$ cat src/rtl/kgs_mp_sequencer.sv
// Multi-precision add/subtract sequencer around a single KGS prefix adder.
// Operands are WORDS*W bits wide and are streamed through the adder one
// W-bit word per cycle, least significant word first. The carry between
// words is registered.
//
// Handshake: a request is accepted on a rising edge where start=1 and the
// sequencer is in IDLE or DONE. start is ignored while busy=1. done is a
// one-cycle pulse, and it marks the point where sum and cout are valid.
// sum and cout hold their values until a later operation overwrites them.

// KGS: Kogge-Stone parallel-prefix adder for (size-1)-bit operands.
// Prefix position 0 carries cin, so the tree spans `size` positions and
// needs LL >= clog2(size) levels.
module KGS #(
  parameter int size = 32,
  parameter int LL   = 5
) (
  input  logic [size-2:0] A,
  input  logic [size-2:0] B,
  input  logic            cin,
  output logic [size-2:0] sum,
  output logic            cout
);

  logic [size-1:0] hg;
  logic [size-1:0] hp;
  logic [size-1:0] g;
  logic [size-1:0] p;

  // Prefix tree: after the last level g[i] is the carry out of positions 0..i.
  always_comb begin
    hg = {A & B, cin};
    hp = {A ^ B, 1'b0};
    g  = hg;
    p  = hp;
    for (int lvl = 0; lvl < LL; lvl++) begin
      // Walk downward so that g/p at i-d still hold the previous level's values.
      for (int i = size - 1; i >= 0; i--) begin
        if (i >= (1 << lvl)) begin
          g[i] = g[i] | (p[i] & g[i - (1 << lvl)]);
          p[i] = p[i] & p[i - (1 << lvl)];
        end else begin
          // This group already reaches position 0, so it cannot propagate further.
          p[i] = 1'b0;
        end
      end
    end
    sum  = hp[size-1:1] ^ g[size-2:0];
    cout = g[size-1];
  end

endmodule

module kgs_mp_sequencer #(
  parameter int size  = 32,
  parameter int LL    = 5,
  parameter int WORDS = 4
) (
  input  logic                      clk,
  input  logic                      rst,
  input  logic                      start,
  input  logic                      sub,
  input  logic [WORDS*(size-1)-1:0] A,
  input  logic [WORDS*(size-1)-1:0] B,
  input  logic                      cin,
  output logic                      busy,
  output logic                      done,
  output logic [WORDS*(size-1)-1:0] sum,
  output logic                      cout,
  output logic [1:0]                dbg_state
);

  localparam int W  = size - 1;
  localparam int N  = WORDS * W;
  localparam int IW = (WORDS > 1) ? $clog2(WORDS) : 1;

  typedef enum logic [1:0] {
    IDLE = 2'd0,
    RUN  = 2'd1,
    DONE = 2'd2
  } state_t;

  state_t        state;
  state_t        state_n;
  logic          accept;
  logic          last;

  logic [N-1:0]  a_reg;
  logic [N-1:0]  b_reg;
  logic          sub_reg;
  logic          carry;
  logic [IW-1:0] idx;

  logic [W-1:0]  add_a;
  logic [W-1:0]  add_b;
  logic [W-1:0]  add_sum;
  logic          add_cout;

  // Word select for the adder. For subtract, B is inverted; the +1 comes from the seeded carry.
  always_comb begin
    add_a = a_reg[int'(idx) * W +: W];
    add_b = b_reg[int'(idx) * W +: W] ^ {W{sub_reg}};
  end

  KGS #(
    .size (size),
    .LL   (LL)
  ) u_kgs (
    .A    (add_a),
    .B    (add_b),
    .cin  (carry),
    .sum  (add_sum),
    .cout (add_cout)
  );

  // State register.
  always_ff @(posedge clk) begin
    if (rst) begin
      state <= IDLE;
    end else begin
      state <= state_n;
    end
  end

  // Next-state logic. A start in DONE is accepted exactly as it is in IDLE.
  always_comb begin
    state_n = state;
    accept  = 1'b0;
    last    = 1'b0;
    case (state)
      IDLE: begin
        if (start) begin
          accept  = 1'b1;
          state_n = RUN;
        end
      end
      RUN: begin
        if (idx == IW'(WORDS - 1)) begin
          last    = 1'b1;
          state_n = DONE;
        end
      end
      DONE: begin
        if (start) begin
          accept  = 1'b1;
          state_n = RUN;
        end else begin
          state_n = IDLE;
        end
      end
      default: state_n = IDLE;
    endcase
  end

  // Operand capture, plus one word of result per RUN cycle.
  always_ff @(posedge clk) begin
    if (rst) begin
      a_reg   <= '0;
      b_reg   <= '0;
      sub_reg <= 1'b0;
      carry   <= 1'b0;
      idx     <= '0;
      sum     <= '0;
      cout    <= 1'b0;
    end else if (accept) begin
      a_reg   <= A;
      b_reg   <= B;
      sub_reg <= sub;
      carry   <= sub ? 1'b1 : cin;
      idx     <= '0;
    end else if (state == RUN) begin
      sum[int'(idx) * W +: W] <= add_sum;
      carry                   <= add_cout;
      idx                     <= idx + IW'(1);
      if (last) begin
        cout <= add_cout;
      end
    end
  end

  // Status outputs are decoded directly from the state register.
  always_comb begin
    busy      = (state == RUN);
    done      = (state == DONE);
    dbg_state = state;
  end

endmodule

$ cat config.mk
export PLATFORM = sky130hd
export DESIGN_NAME = kgs_mp_sequencer
export DESIGN_NICKNAME = d
export VERILOG_FILES = /design/src/rtl/kgs_mp_sequencer.sv
export SDC_FILE = /design/constraint.sdc
export NUM_CORES = 1
export LEC_CHECK = 0
export CAP_MARGIN = 0
export CELL_PAD_IN_SITES_DETAIL_PLACEMENT = 1
export CELL_PAD_IN_SITES_GLOBAL_PLACEMENT = 2
export CORE_MARGIN = 5
export CORE_UTILIZATION = 30
export DETAILED_ROUTE_END_ITERATION = 8
export PLACE_DENSITY = 0.83
export SYNTH_ARGS = -nofsm -noshare
export SYNTH_HDL_FRONTEND = slang
export SYNTH_SLANG_ARGS = --single-unit
$ cat constraint.sdc
create_clock -name clk -period 4.9 [get_ports clk]
set_clock_uncertainty 0.1 [all_clocks]
set_input_delay 0.98 -clock clk [delete_from_list [all_inputs] [get_ports clk]]
set_output_delay 0.98 -clock clk [all_outputs]
set_load 0.005 [all_outputs]
# Word level (Yosys, flattened, before mapping)
# Cells that the tools add are included.
[totals]
regBits = 379
input_bits = 253
out_inout_bits = 129
[classes]
add_sub_neg = 2
n_mul = 1
eq_ne = 5
n_shift = 4
n_mux = 12
bitwise_logic = 361
n_reduce_logical = 7
[ops]
columns = ["op", "count"]
rows = [
  ["$shiftx 124x32->31", 2],
  ["$and 1x1->1", 227],
  ["$or 1x1->1", 129],
  ["$bwmux 124", 1],
  ["$shift 31x33->124 const A", 1],
  ["$shiftx 31x33->124", 1],
  ["$xor 31x31->31", 3],
  ["$neg 7->33", 1],
  ["$and 31x31->31", 1],
  ["$mux 1", 8],
  ["$mul 2x5->7 const B", 1],
  ["$pmux 2 s3", 1],
  ["$eq 2x2->1 const B", 2],
  ["$mux 2", 2],
  ["$reduce_and 2->1", 2],
  ["$reduce_or 2->1", 2],
  ["$reduce_and 3->1", 1],
  ["$add 2x1->2 const B", 1],
  ["$eq 2x1->1 const B", 1],
  ["$logic_not 2->1", 1],
  ["$ne 2x1->1 const B", 1],
  ["$ne 2x2->1 const B", 1],
  ["$reduce_bool 2->1", 1],
  ["$not 1->1", 1],
]

# Longest topological paths before layout
[logic_depth]
word_depth = 16
depth_mapped = 14
mapped_depth_nobuf = 11

# Modules after synthesis
# Synthesis repeated with hierarchy kept, for this count alone.
[hier_totals]
cells_unflattened = 1888
area_unflattened_um2 = 16692.3
[by_module_without_submodules]
columns = ["mod", "n_inst", "cells_per_inst", "area_per_inst_um2"]
rows = [
  ["kgs_mp_sequencer", 1, 1599, 14677.8],
  ["KGS", 1, 289, 2014.4],
]

# Least setup slack after synthesis
# OpenSTA, ideal clock, no wires.
[synth_path]
path_type = "register -> register"
start = "register idx[0]"
end = "register sum[58]"
arrival_ps = 4138
t_required_ps = 4738
setup_slack_ps = 600
path_stages_with_launch = 13
n_path_buf = 3
cell_sequence = "dfxtp_1 > buf_1 > buf_2 > buf_2 > mux4_2 > ha_1 > and2_4 > a221o_1 > o211a_1 > a211oi_4 > o21ai_4 > or4b_1 > nand3_1"
[synth_between]
elab_chain_cells = 16
word_cells_on_any_way = 353
cone_classes = "add/sub (1); mul (1); shift (4); mux (1); bitwise (346)"
[synth_rtl]
columns = ["element", "line", "text"]
rows = [
  ["from (decl)", "92", "logic [IW-1:0] idx;"],
  ["from (signal assigned)", "174", "idx <= idx + IW'(1);"],
  ["$mul 2x5->7 *", "101, 102, 172", ""],
  ["$shiftx 124x32->31", "102", "add_b = b_reg[int'(idx) * W +: W] ^ {W{sub_reg}};"],
  ["$xor 31x31->31", "102", ""],
  ["$xor 31x31->31 / $and 31x31->31 (equally long branches)", "33, 32", ""],
  ["$and 1x1->1 (on tied branches)", "40, 41", ""],
  ["$or 1x1->1 / $and 1x1->1 (equally long branches)", "40", "g[i] = g[i] | (p[i] & g[i - (1 << lvl)]);"],
  ["$and 1x1->1 / $or 1x1->1 (equally long branches)", "40", ""],
  ["$or 1x1->1 / $and 1x1->1 (equally long branches)", "40", ""],
  ["$and 1x1->1 / $or 1x1->1 (equally long branches)", "40", ""],
  ["$or 1x1->1 / $and 1x1->1 (equally long branches)", "40", ""],
  ["$and 1x1->1 / $or 1x1->1 (equally long branches)", "40", ""],
  ["$or 1x1->1 / $and 1x1->1 (equally long branches)", "40", ""],
  ["$or 1x1->1", "40", ""],
  ["$xor 31x31->31", "48", "sum = hp[size-1:1] ^ g[size-2:0];"],
  ["$shiftx 31x33->124", "172", "sum[int'(idx) * W +: W] <= add_sum;"],
  ["$bwmux 124 *", "172", ""],
  ["to (signal, indexed assignment)", "172", ""],
  ["to (decl)", "68", "output logic [WORDS*(size-1)-1:0] sum,"],
]
# Mark *: on every way between the ends. The rest lies on a longest branch, timed or not.
# A chain may end at the register's enable or synchronous reset.

# Final worst setup path
[layout_path]
start = "register idx[0]"
end = "register sum[55]"
# Same word-level chain as after synthesis.

==> metrics.md <==
| Metric | Value |
|---|---|
| Status | `completed` |
| Worst hold path class | `reg -> reg` |
| Fmax | `233.8 MHz` |
| Compound-Gate Fraction of Synth Area | `18.92%` |
| Hpwl dp | `49.71 mm` |
| Clock sinks | `379` |
| Top-level port count | `382` |
| Yosys reg bits | `379` |
| Via/cell ratio | `5.178` |
| Gr usage total | `21.05%` |
| DRT iter0 DRCs | `851` |
| RD Place Congestion | `0.8603` |
| Fin nets | `2,500` |
| DRT Pass-1 Iters | `5` |
| Via Count | `15,260` |
| Syn_nets | `2,182` |
| Min Clock Period, post-route | `4278 ps` |
| First-pass GRT wire length | `98.15 mm` |
| Worst slew margin | `19.52%` |
| Final Max Slew Viols | `0` |
| Final number of hold-violating endpoints | `0` |
| Dominant cell type by area after synthesis | `dfxtp_1` |
| Rows | `86` |
| CP Capture Type | `register` |
| Die X | `244.6 um` |
| Post-synth EDFFs | `0` |
| Area fraction of the dominant cell type after synthesis | `45.94%` |
| PortBufs | `381` |
| RSZ-0062 raised after global routing | `no` |
| Cell family with most CP delay | `compound AO/OA/AOI/OAI gates` |
| Final Cycle Share | `87.30%` |
| Worst IR Drop VDD | `226.8 uV` |
| Setup repair bufs after CTS | `0` |
| Share of cells above drive strength 1 | `8.300%` |
| DRT antenna net count | `0` |
| Placed Area | `21,070 um^2` |
| Area Overhead vs Synth | `35.77%` |
| Mapped Cells | `1,891` |
| Cts hold-fix bufs | `0` |
| Yosys warns | `0` |
| # resized after CTS | `0` |
| Utilization after layout | `40.94%` |
| Final setup fails | `0` |
| Largest family of logic cells by synthesized area | `compound AO/OA/AOI/OAI gates` |
| Congestion Overflow GR | `0` |
| CP max stage delay | `600 ps` |
| Htree depth | `2` |
| Pwr Density | `347.6 nW/um^2` |
| Mapped Area | `16,520 um^2` |
| Vias in the first global route | `16,100` |
| Mux cell area share after synthesis | `8.711%` |
| Die height | `244.6 um` |
| Register area share after synthesis | `45.94%` |
| Library cells used by synthesis | `64` |
| Clock Pin Slew Worst Setup and Hold Paths | `60 ps` |
| CTS Buf Count | `42` |
| Crit path launch type | `register` |
| Crit Path Class | `reg -> reg` |
| Leak Pwr | `8.421 nW` |
| Post-synthesis xor/xnor area fraction | `2.757%` |
| Skew-Pair Late Insertion Delay | `560 ps` |
| Maximum fanout along the worst path | `15` |
| Largest net degree at the start of global routing | `160` |
| Primary FF master, synth | `dfxtp_1` |
| DIE AREA | `59,850 um^2` |
| Antenna violations before repair | `3` |
| Dominant cells by area after synthesis | `dfxtp_1, nand2_1, a21oi_1, mux4_2, a22o_1` |
| Slowest cell on crit path | `o211ai_1` |
| DRC | `0` |
| Critical path required time | `5310 ps` |
| Avg WL per Cell | `22.31 um` |
| WL final | `65.74 mm` |
| Final instance area | `22,430 um^2` |
| Syn avg cell area | `8.735 um^2` |
| Setup TNS | `0 ps` |
| CTS tree | `built` |
| Core ar. | `54,770 um^2` |
| MaxCap Viol Count | `0` |
| Worst Path Buf+Inv | `1` |
| Async SR Flop Fraction | `0%` |
| Simple logic cell fraction of the synthesized area | `16.82%` |
| Worst path arrival time | `4690 ps` |
| Clock tree buffer depth | `3` |
| Area share of fa/ha/maj cells after synthesis | `2.924%` |
| Clk root buf | `clkbuf_16` |
| Worst Tran Pin Value | `1207 ps` |
| Initial Util | `30.16%` |
| CP cell instances | `buf_4 -> mux4_2 -> xor2_1 -> ha_1 -> nand2_1 -> nor2_1 -> o2111ai_1 -> o211ai_1 -> a21oi_1 -> xnor2_1 -> a22o_1` |
routing by layer:
metal / routed length (um) / track usage, % / up-vias
li1: - / - / 7237
met1: 27230 / 25.76 / 7556
met2: 33550 / 37.95 / 371
met3: 2766 / 3.179 / 95
met4: 2195 / 7.013 / 0
met5: 0 / 0 / -
path summary, 6_finish.rpt:
path,startpoint,endpoint,slack (ps),depth (start not counted)
max,idx[0],sum[55],620,11
min,b_reg[80],b_reg[80],350,2
max reg2reg,idx[0],sum[55],620,11
min reg2reg,b_reg[80],b_reg[80],350,2
worst min-delay path, cell delays in order, from the launching register on:
cell	delay [ps]
dfxtp_1	300
nand2_1	50
a21oi_1	50
power by group:
| part | internal [mW] | leakage, nW | switching [mW] |
|---|---|---|---|
| clock | 1.79 | 0.663 | 1.31 |
| combinational | 0.575 | 4.66 | 0.795 |
| sequential | 3.23 | 3.10 | 0.0914 |
| total | 5.59 | 8.42 | 2.20 |
layout make-up:
class / count / area [um^2]
Multi-Input combinational cell: 1350 / 8307
Clock inverter: 13 / 85.08
Fill cell: 6227 / 32340
Sequential cell: 379 / 7596
Antenna cell: 2 / 5.005
Clock buffer: 63 / 1264
Tap cell: 704 / 880.8
Inverter: 15 / 56.30
Timing Repair Buffer: 421 / 4232
cell usage in the layout (no fill, tap or decap), types with 38 or more instances in the layout:
cell type,synthesis,routed
nand2_1,541,541
clkdlybuf4s50_1,0,380
dfxtp_1,379,376
a21oi_1,284,284
nor2_1,69,69
a22o_1,64,64
mux4_2,62,62
a22oi_1,47,47
clkbuf_16,0,45
xor2_1,38,38
cells in the mapped netlist (4+ instances only):
cell type	instances
o21a_1	8
o21ai_0	29
dfxtp_1	379
a221oi_1	7
o2111ai_1	5
xnor2_1	14
buf_1	8
nor2b_1	7
nand3_1	17
clkbuf_1	124
buf_2	9
a22o_1	64
nor3_1	20
inv_1	15
a21oi_1	284
mux4_2	62
a211oi_1	5
a31oi_1	6
nand4_1	8
o21bai_1	4
a22oi_1	47
nand2_1	541
ha_1	37
nand2b_1	7
a21o_1	9
o22ai_1	5
nor2_1	69
o31ai_1	5
xor2_1	38
cell families after synthesis:
logic type	count (synthesis)
flip-flops	379
AO/OA/AOI/OAI	503
AND/OR/NAND/NOR	691
XOR/XNOR	52
adder cells (fa/ha/maj)	38
buffers and inverters	162
multiplexers	66
stage by stage:
stage	total power, mW	instances	hold WS, ps	worst slack, ps
5_1_grt	8.124	2947	372.4	406.6
6_report	7.794	2947	351.3	622.2
3_5_place_dp	4.755	2869	344.4	653.6
2_1_floorplan	4.081	1891	333.1	599.6
3_3_place_gp	4.723	2869	339.5	757.6
4_1_cts	7.870	2945	352.7	596.4
Power figures use the tool's default switching activity.
